**config.mk**
```make
export PLATFORM = sky130hd
export DESIGN_NAME = fetch_aligner
export DESIGN_NICKNAME = d
export VERILOG_FILES = /design/src/rtl/fetch_aligner.sv
export SDC_FILE = /design/constraint.sdc
export NUM_CORES = 1
export LEC_CHECK = 0
export BUFFER_PORTS_ARGS = -buffer_cell sky130_fd_sc_hd__buf_2
export CAP_MARGIN = 20
export CORE_ASPECT_RATIO = 1.2
export CORE_MARGIN = 4
export CORE_UTILIZATION = 30
export DETAILED_ROUTE_END_ITERATION = 8
export GPL_TIMING_DRIVEN = 0
export PLACE_DENSITY = 0.52
export SYNTH_ARGS = -nofsm -noshare
export SYNTH_HDL_FRONTEND = slang
export SYNTH_SLANG_ARGS = --single-unit
export TNS_END_PERCENT = 1
```
**constraint.sdc**
```tcl
create_clock -name clk -period 4.9 [get_ports clk]
set_clock_uncertainty 0.05 [all_clocks]
set_input_delay 0.49 -clock clk [delete_from_list [all_inputs] [get_ports clk]]
set_output_delay 0.49 -clock clk [all_outputs]
set_load 0.05 [all_outputs]
```
**src/rtl/fetch_aligner.sv**
```systemverilog
// Instruction fetch aligner: buffers aligned fetch words as halfwords and presents
// one 32-bit or compressed instruction per handshake, each tagged with its PC.
module fetch_aligner #(
  parameter int          FETCH_W  = 32,
  parameter int          DEPTH    = 4,
  parameter int          ENABLE_C = 1,
  parameter logic [31:0] RESET_PC = 32'h0000_0000
) (
  input  logic               clk,
  input  logic               resetn,
  input  logic               fetch_valid,
  output logic               fetch_ready,
  input  logic [FETCH_W-1:0] fetch_data,
  input  logic               flush,
  input  logic [31:0]        flush_pc,
  output logic               instr_valid,
  input  logic               instr_ready,
  output logic [31:0]        instr,
  output logic [31:0]        instr_pc,
  output logic               instr_compressed,
  output logic               instr_fault
);

  localparam int HW  = FETCH_W / 16;
  localparam int SKW = $clog2(HW);
  localparam int PW  = $clog2(DEPTH);
  localparam int CW  = $clog2(DEPTH + 1);

  logic [15:0]    buf_r [DEPTH];
  logic [PW-1:0]  rd_ptr_r;
  logic [PW-1:0]  wr_ptr_r;
  logic [CW-1:0]  count_r;
  logic [31:0]    head_pc_r;
  logic [SKW-1:0] skip_r;
  logic           first_r;

  logic [15:0]    h0_s;
  logic [15:0]    h1_s;
  logic           is32_s;
  logic           avail_s;
  logic           fault_s;
  logic           fire_s;
  logic           deq_s;
  logic [CW-1:0]  wr_n_s;
  logic [CW-1:0]  rd_n_s;
  logic [CW-1:0]  count_nxt_s;
  logic [31:0]    flush_pc_s;

  // Decode the head of the buffer and derive handshakes and next occupancy.
  always_comb begin
    h0_s        = buf_r[rd_ptr_r];
    h1_s        = buf_r[rd_ptr_r + PW'(1)];
    is32_s      = (h0_s[1:0] == 2'b11) || (ENABLE_C == 0);
    avail_s     = is32_s ? (count_r >= CW'(2)) : (count_r >= CW'(1));
    // Without RVC, a non-11 opcode or a halfword-aligned start PC is illegal.
    fault_s     = (!is32_s && (h0_s == 16'h0000))
               || ((ENABLE_C == 0) && (h0_s[1:0] != 2'b11))
               || ((ENABLE_C == 0) && first_r && head_pc_r[1]);
    fetch_ready = (count_r <= CW'(DEPTH - HW));
    fire_s      = fetch_valid && fetch_ready && !flush;
    deq_s       = avail_s && instr_ready && !flush;
    wr_n_s      = CW'(HW) - CW'(skip_r);
    rd_n_s      = is32_s ? CW'(2) : CW'(1);
    count_nxt_s = count_r + (fire_s ? wr_n_s : CW'(0)) - (deq_s ? rd_n_s : CW'(0));
    flush_pc_s  = flush_pc & 32'hFFFF_FFFE;

    instr_valid      = avail_s;
    instr_pc         = head_pc_r;
    instr            = avail_s ? (is32_s ? {h1_s, h0_s} : {16'h0000, h0_s}) : 32'h0000_0000;
    instr_compressed = avail_s && (h0_s[1:0] != 2'b11);
    instr_fault      = avail_s && fault_s;
  end

  // Halfword storage: write halfwords skip..HW-1 of an accepted word in order.
  always_ff @(posedge clk or negedge resetn) begin
    if (!resetn) begin
      for (int i = 0; i < DEPTH; i++) begin
        buf_r[i] <= 16'h0000;
      end
    end else if (fire_s) begin
      for (int i = 0; i < HW; i++) begin
        if (i >= int'(skip_r)) begin
          buf_r[wr_ptr_r + PW'(i) - PW'(skip_r)] <= fetch_data[16*i +: 16];
        end
      end
    end
  end

  // Pointers, occupancy, PC tracking and start-of-stream state.
  always_ff @(posedge clk or negedge resetn) begin
    if (!resetn) begin
      rd_ptr_r  <= '0;
      wr_ptr_r  <= '0;
      count_r   <= '0;
      head_pc_r <= {RESET_PC[31:1], 1'b0};
      skip_r    <= RESET_PC[SKW:1];
      first_r   <= 1'b1;
    end else if (flush) begin
      rd_ptr_r  <= '0;
      wr_ptr_r  <= '0;
      count_r   <= '0;
      head_pc_r <= flush_pc_s;
      skip_r    <= flush_pc_s[SKW:1];
      first_r   <= 1'b1;
    end else begin
      count_r <= count_nxt_s;
      if (fire_s) begin
        wr_ptr_r <= wr_ptr_r + PW'(wr_n_s);
        skip_r   <= '0;
      end
      if (deq_s) begin
        rd_ptr_r  <= rd_ptr_r + PW'(rd_n_s);
        head_pc_r <= head_pc_r + (is32_s ? 32'd4 : 32'd2);
        first_r   <= 1'b0;
      end
    end
  end

endmodule

```
* Word level (Yosys, flattened, before mapping)
Index checks and enable logic that the tools add are counted.
** Cells by class
- Reduce and logical (&&, ||, !) cells :: 14
- Add/subtract/negate cells :: 10
- Order comparisons :: 10
- Equal/unequal tests :: 2
- Bitwise logic cells :: 4
- Muxes and demuxes :: 30
** Operators with widths (count)
- bitwise mux 64 bit :: 2
- 2-to-1 mux 32 bit :: 4
- 2-to-1 mux 64 bit :: 2
- 2-to-1 mux 16 bit :: 6
- binary-select mux 16 bit (select 2 bit) :: 2
- demux 16 bit (select 2 bit) :: 2
- adder 32 x 3 -> 32 bit :: 1
- logical NOT 16 bit :: 1
- greater-or-equal comparator 3 bit, second input constant :: 4
- 2-to-1 mux 2 bit :: 6
- NOT 2 -> 3 bit :: 4
- logical AND 1 bit :: 9
- 2-to-1 mux 3 bit :: 3
- < comparator 3 x 1 -> 1 bit, second input constant :: 2
- adder 2 x 1 -> 2 bit, second input constant :: 2
- adder 2 bit :: 2
- nonzero test 2 bit :: 2
- subtractor 2 x 1 -> 2 bit :: 2
- adder 3 bit :: 1
- greater-or-equal comparator 3 x 1 -> 1 bit, second input constant :: 1
- greater-or-equal comparator 3 x 2 -> 1 bit, second input constant :: 1
- less-or-equal comparator 3 x 2 -> 1 bit, second input constant :: 1
- 2-to-1 mux 1 bit :: 3
- subtractor 2 x 1 -> 3 bit, first input constant :: 1
- other kinds (5) :: 6
** Word-level totals
- Logic and storage cells :: 79
- Output and inout bits :: 68
- Register bits :: 104

* Depth between registers and ports, before layout
- Word-level depth :: 11
- Gate-level depth with buffers :: 13
- Gate-level depth less buffers :: 12

* Worst setup path after synthesis
No wires, ideal clock.
- Path kind :: register -> output
- Start point :: register rd_ptr_r[0]
- End point :: output port instr_fault
- Required time :: 4.360 ns
- Path buffers :: 2
- Slack :: 0.580 ns
- Cell stages (with the launch flop) :: 8
- Arrival time :: 3.780 ns
- Cell sequence :: dfrtp_1 buf_6 mux4_2 and2_4 buf_6 nor2_1 nand4_1 nor4_1
** Between the ends
- Longest elaborated chain between the ends :: 8
** RTL lines
- from (decl) :: line 30 : logic [PW-1:0] rd_ptr_r;
- from (signal assigned) :: line 112 : rd_ptr_r <= rd_ptr_r + PW'(rd_n_s);
- NOT 2 -> 3 bit (not written as such) (*) :: line 51 : h0_s = buf_r[rd_ptr_r];
- binary-select mux 16 bit (select 2 bit) (*) :: line 51
- 2-to-1 mux 16 bit (not written as such) (*) (2 in a row) :: line 51
- == test 2 bit :: line 53 : is32_s = (h0_s[1:0] == 2'b11) || (ENABLE_C == 0);
- logical NOT 1 bit :: line 56 : fault_s = (!is32_s && (h0_s == 16'h0000))
- logical AND 1 bit :: line 56
- logical AND 1 bit (*) :: line 71 : instr_fault = avail_s && fault_s;
- to (decl) :: line 21 : output logic instr_fault
Mark *: on every way between the ends. The rest lies on a longest branch, timed or not. The select of a mux whose other input is x is not followed.

* Worst setup path in the final report
- Start point :: register rd_ptr_r[0]
- End point :: register head_pc_r[31] (netlist: instr_pc[31])
** Between the ends
- Longest elaborated chain between the ends :: 9
** RTL lines
- NOT 2 -> 3 bit (not written as such) (*) :: line 51
- binary-select mux 16 bit (select 2 bit) (*) :: line 51
- 2-to-1 mux 16 bit (not written as such) (*) (2 in a row) :: line 51
- == test 2 bit (*) :: line 53
- 2-to-1 mux 3 bit or 2-to-1 mux 1 bit (tied branches) :: line 113, 54
- adder 32 x 3 -> 32 bit or logical AND 1 bit (tied branches) :: line 113, 61
- 2-to-1 mux 32 bit or logical AND 1 bit (tied branches) :: line 111, 61
- 2-to-1 mux 32 bit or nonzero test 2 bit (tied branches)
- to (signal assigned) :: line 95 : head_pc_r <= {RESET_PC[31:1], 1'b0};
- to (signal assigned) :: line 102 : head_pc_r <= flush_pc_s;
- to (signal assigned) :: line 113 : head_pc_r <= head_pc_r + (is32_s ? 32'd4 : 32'd2);
- to (decl) :: line 33 : logic [31:0] head_pc_r;
Marked as above.
A chain may end at the register's enable or synchronous reset.

==> results.sh <==
export IMPL_switchingPower_mw=2.32
export IMPL_clock_latency_ps=360
export IMPL_cts_tree="built"
export IMPL_clockPowerShare_pct=16.1
export IMPL_wl_per_cell_um=21.3
export IMPL_track_usage_pct=20.1
export IMPL_required_ps=5090
export IMPL_syn_avg_cell_area_um2=9.06
export IMPL_synth_enable_flop_cells=0
export IMPL_arrival_ps=4420
export IMPL_cp_start_kind="flip-flop"
export IMPL_routed_via_count=6186
export IMPL_initial_core_util_pct=30.7
export IMPL_overflow=0
export IMPL_ant_nets=0
export IMPL_cts_setup_buffers=0
export IMPL_drt_pass1_iter_count=7
export IMPL_worst_slack_ps=673
export IMPL_cts_root_buffer="clkbuf_16"
export IMPL_r2r_end="instr_pc[31]"
export IMPL_power_frac_seq_pct=29.6
export IMPL_hold_path_class="input pin to flip-flop"
export IMPL_cts_hold_buf=1
export IMPL_io_buffers=134
export IMPL_finalCriticalPeriod_ps=4230
export IMPL_p_comb_share_pct=54.3
export IMPL_areaGrowthSynthToFinish_pct=20.9
export IMPL_dp_hpwl_um=17500
export IMPL_synth_nets=796
export IMPL_min_delay_path_depth=3
export IMPL_fp_dieArea_um2=24000
export IMPL_grt_pass1_vias=6131
export IMPL_r2r_slack_ps=670
export IMPL_powerDensity_nw_per_um2=592
export IMPL_slowest_stage="nor4b_2"
export IMPL_async_flop_share_pct=100
export IMPL_rsz0062_at_grt="no"
export IMPL_ys_seq_area_share_pct=39.8
export IMPL_fin_util_pct=37.1
export IMPL_crit_path_cell_trace="buf_6 > mux4_2 > and2_4 > buf_6 > inv_6 > ha_1 > inv_1 > fa_1 > and4b_1 > nor4b_2 > o2111ai_1 > xnor2_1 > mux2_2"
export IMPL_end_kind="flip-flop"
export IMPL_drt_iter0_drc=570
export IMPL_cts_buffers=9
export IMPL_period_share_pct=86.3
export IMPL_pin_count=137
export IMPL_synth_cell_types=52
export IMPL_relSlewSlack_pct=33.3
export IMPL_die_h_um=169
export IMPL_cts_clk_slew_worst_paths_ps=70
export IMPL_drc=0
export IMPL_fmax_mhz=237
export IMPL_grt_max_degree=83
export IMPL_drv_slew=0
export IMPL_switching_share_pct=49.9
export IMPL_finalHoldViolCount=0
export IMPL_rows=58
export IMPL_antenna_found_initial=0
export IMPL_grt_pass1_wl_um=36900
export IMPL_worstRegToRegCells=13
export IMPL_drv_cap=0
export IMPL_ir_drop_v=0.000314
export IMPL_cp_common_cell="buf_6"
export IMPL_synth_cells=716
export IMPL_synth_area_um2=6480
export IMPL_critical_path_top_delay_family="simple AND/OR/NAND/NOR gates"
export IMPL_p_leak_nw=3.30
export IMPL_routed_via_density=5.43
export IMPL_antenna_cells=0
export IMPL_synthFlopType="dfrtp_1"
export IMPL_crit_cells=13
export IMPL_fillers=2199
export IMPL_core_area_um2=21100
export IMPL_worstReg2RegStart="rd_ptr_r[0]"
export IMPL_worst_setup_path_type="flip-flop to flip-flop"
export IMPL_wl_um=24300
export IMPL_clock_sinks=103
export IMPL_crit_start="rd_ptr_r[0]"
export IMPL_finalSetupViolCount=0
export IMPL_tns_ps=0
export IMPL_multiInputGateArea_um2=3590
export IMPL_cts_buffer_depth=2
export IMPL_status="completed"
export IMPL_htree_levels=3
export IMPL_cts_resized=0
export IMPL_nNetsFinal=945
export IMPL_path_max_fanout=10
export IMPL_intPower_mw=2.32
export IMPL_crit_buf_inv=4
export IMPL_crit_end="instr_pc[31]"
export IMPL_finalWeightedCongestion=0.864
export IMPL_seq_area_um2=2580
export IMPL_drive_gt1_share_pct=23.2
export IMPL_die_x_um=142
export IMPL_yosys_register_bits=103
export IMPL_pre_cts_ws_ps=699
export IMPL_yosysWarnings=0
export IMPL_slowest_delay_ps=750
export IMPL_worst_slew_pin_slew_ps=1000
[cell families after synthesis]
| group | Yosys count | synth area share (%) |
|---|---|---|
| xor+xnor | 31 | 4.19 |
| buf+inv | 75 | 4.88 |
| simple gates | 214 | 15.3 |
| mux | 59 | 10.4 |
| other cells | 1 | 0.0578 |
| fa+ha+maj | 11 | 2.47 |
| flops | 103 | 39.8 |
| compound gates | 222 | 22.9 |
[worst min path at each step]
| stage | start | end | slack, ps |
|---|---|---|---|
| after floorplan | resetn | buf_r[0] | 140 |
| after global placement | buf_r[3] | buf_r[3] | 410 |
| after detailed placement | resetn | buf_r[35] | 310 |
| after CTS | flush_pc[7] | instr_pc[7] | 280 |
| after global routing | flush_pc[24] | instr_pc[24] | 300 |
| final | flush_pc[21] | instr_pc[21] | 290 |
[sequential cells by signal (all words and copies together) (netlist names)]
name / count
wr_ptr_r: 2
skip_r: 1
count_r: 3
buf_r: 64
rd_ptr_r: 2
instr_pc: 31
[metrics by stage]
step                power [mW]  instance area, um^2  hold WS [ps]  instances
finish                    4.64                 7840           286       1140
global route              4.94                 7840           297       1140
CTS                       4.65                 7840           280       1139
detailed placement        3.90                 7530           312       1122
global placement          3.88                 7490           408       1120
floorplan                 3.13                 6480           144        716
[worst min-delay path: stages]
cell and delay, ps:
buf_2 80, nand2_1 40, o21ai_0 60
[final cells by class]
cell class,count,share of cell area (%)
clock inverter,4,0.367
buffer,59,3.21
inverter,16,0.830
timing repair buffer,138,9.24
clock buffer,12,3.40
multi-input combinational,538,45.8
sequential,103,32.9
tap,270,4.31
[routing by layer]
metal / wire [um] / up-vias / track usage [%]
met2: 11800 / 237 / 34.3
met1: 10300 / 3014 / 25.4
met3: 1600 / 34 / 3.79
li1: - / 2901 / -
met4: 606 / 0 / 7.01
met5: 0 / - / 0
[cells in the mapped netlist (all sizes together), types with 19 or more instances]
cell type	count	area share [%]
mux2	26	4.5
nand2	62	3.6
nor2	77	4.5
dfrtp	103	40
buf	19	1.6
clkbuf	40	2.3
o21ai	62	4.8
mux2i	29	4.5
a21oi	37	3.0
a22oi	64	7.4
nor2b	26	2.5
[cells in the final DEF, fill, tap and decap left out, types with 3 or more instances in the layout]
cell type,netlist,routed
nor3_1,7,7
nand4_1,7,7
buf_1,7,7
nand3_1,8,8
buf_2,9,143
xor2_1,15,15
ha_1,8,8
buf_6,2,3
inv_1,15,15
nand2_1,62,62
and3_1,4,4
mux2i_1,29,29
and2_1,3,3
o21ai_0,59,59
mux2_2,26,26
fa_1,3,3
o211ai_1,3,3
o2bb2ai_1,16,16
o21ai_1,3,3
clkbuf_8,0,3
or3_1,4,4
a21oi_1,36,36
clkbuf_16,0,9
xnor2_1,16,16
dfrtp_1,103,103
a22oi_1,64,64
clkbuf_1,40,40
nor2b_1,26,26
nor2_1,77,77
mux4_2,4,4
a211oi_1,15,15
o2111ai_1,15,15
nor4_1,6,6
[power by group through the flow]
stage | combinational, mW | sequential, mW | clock [mW]
global route | 2.73 | 1.42 | 0.794
global placement | 2.49 | 1.38 | 0
finish | 2.52 | 1.38 | 0.748
CTS | 2.52 | 1.37 | 0.759
floorplan | 1.70 | 1.43 | 0
detailed placement | 2.51 | 1.39 | 0
No activity file was read; power rests on OpenSTA's default activity.
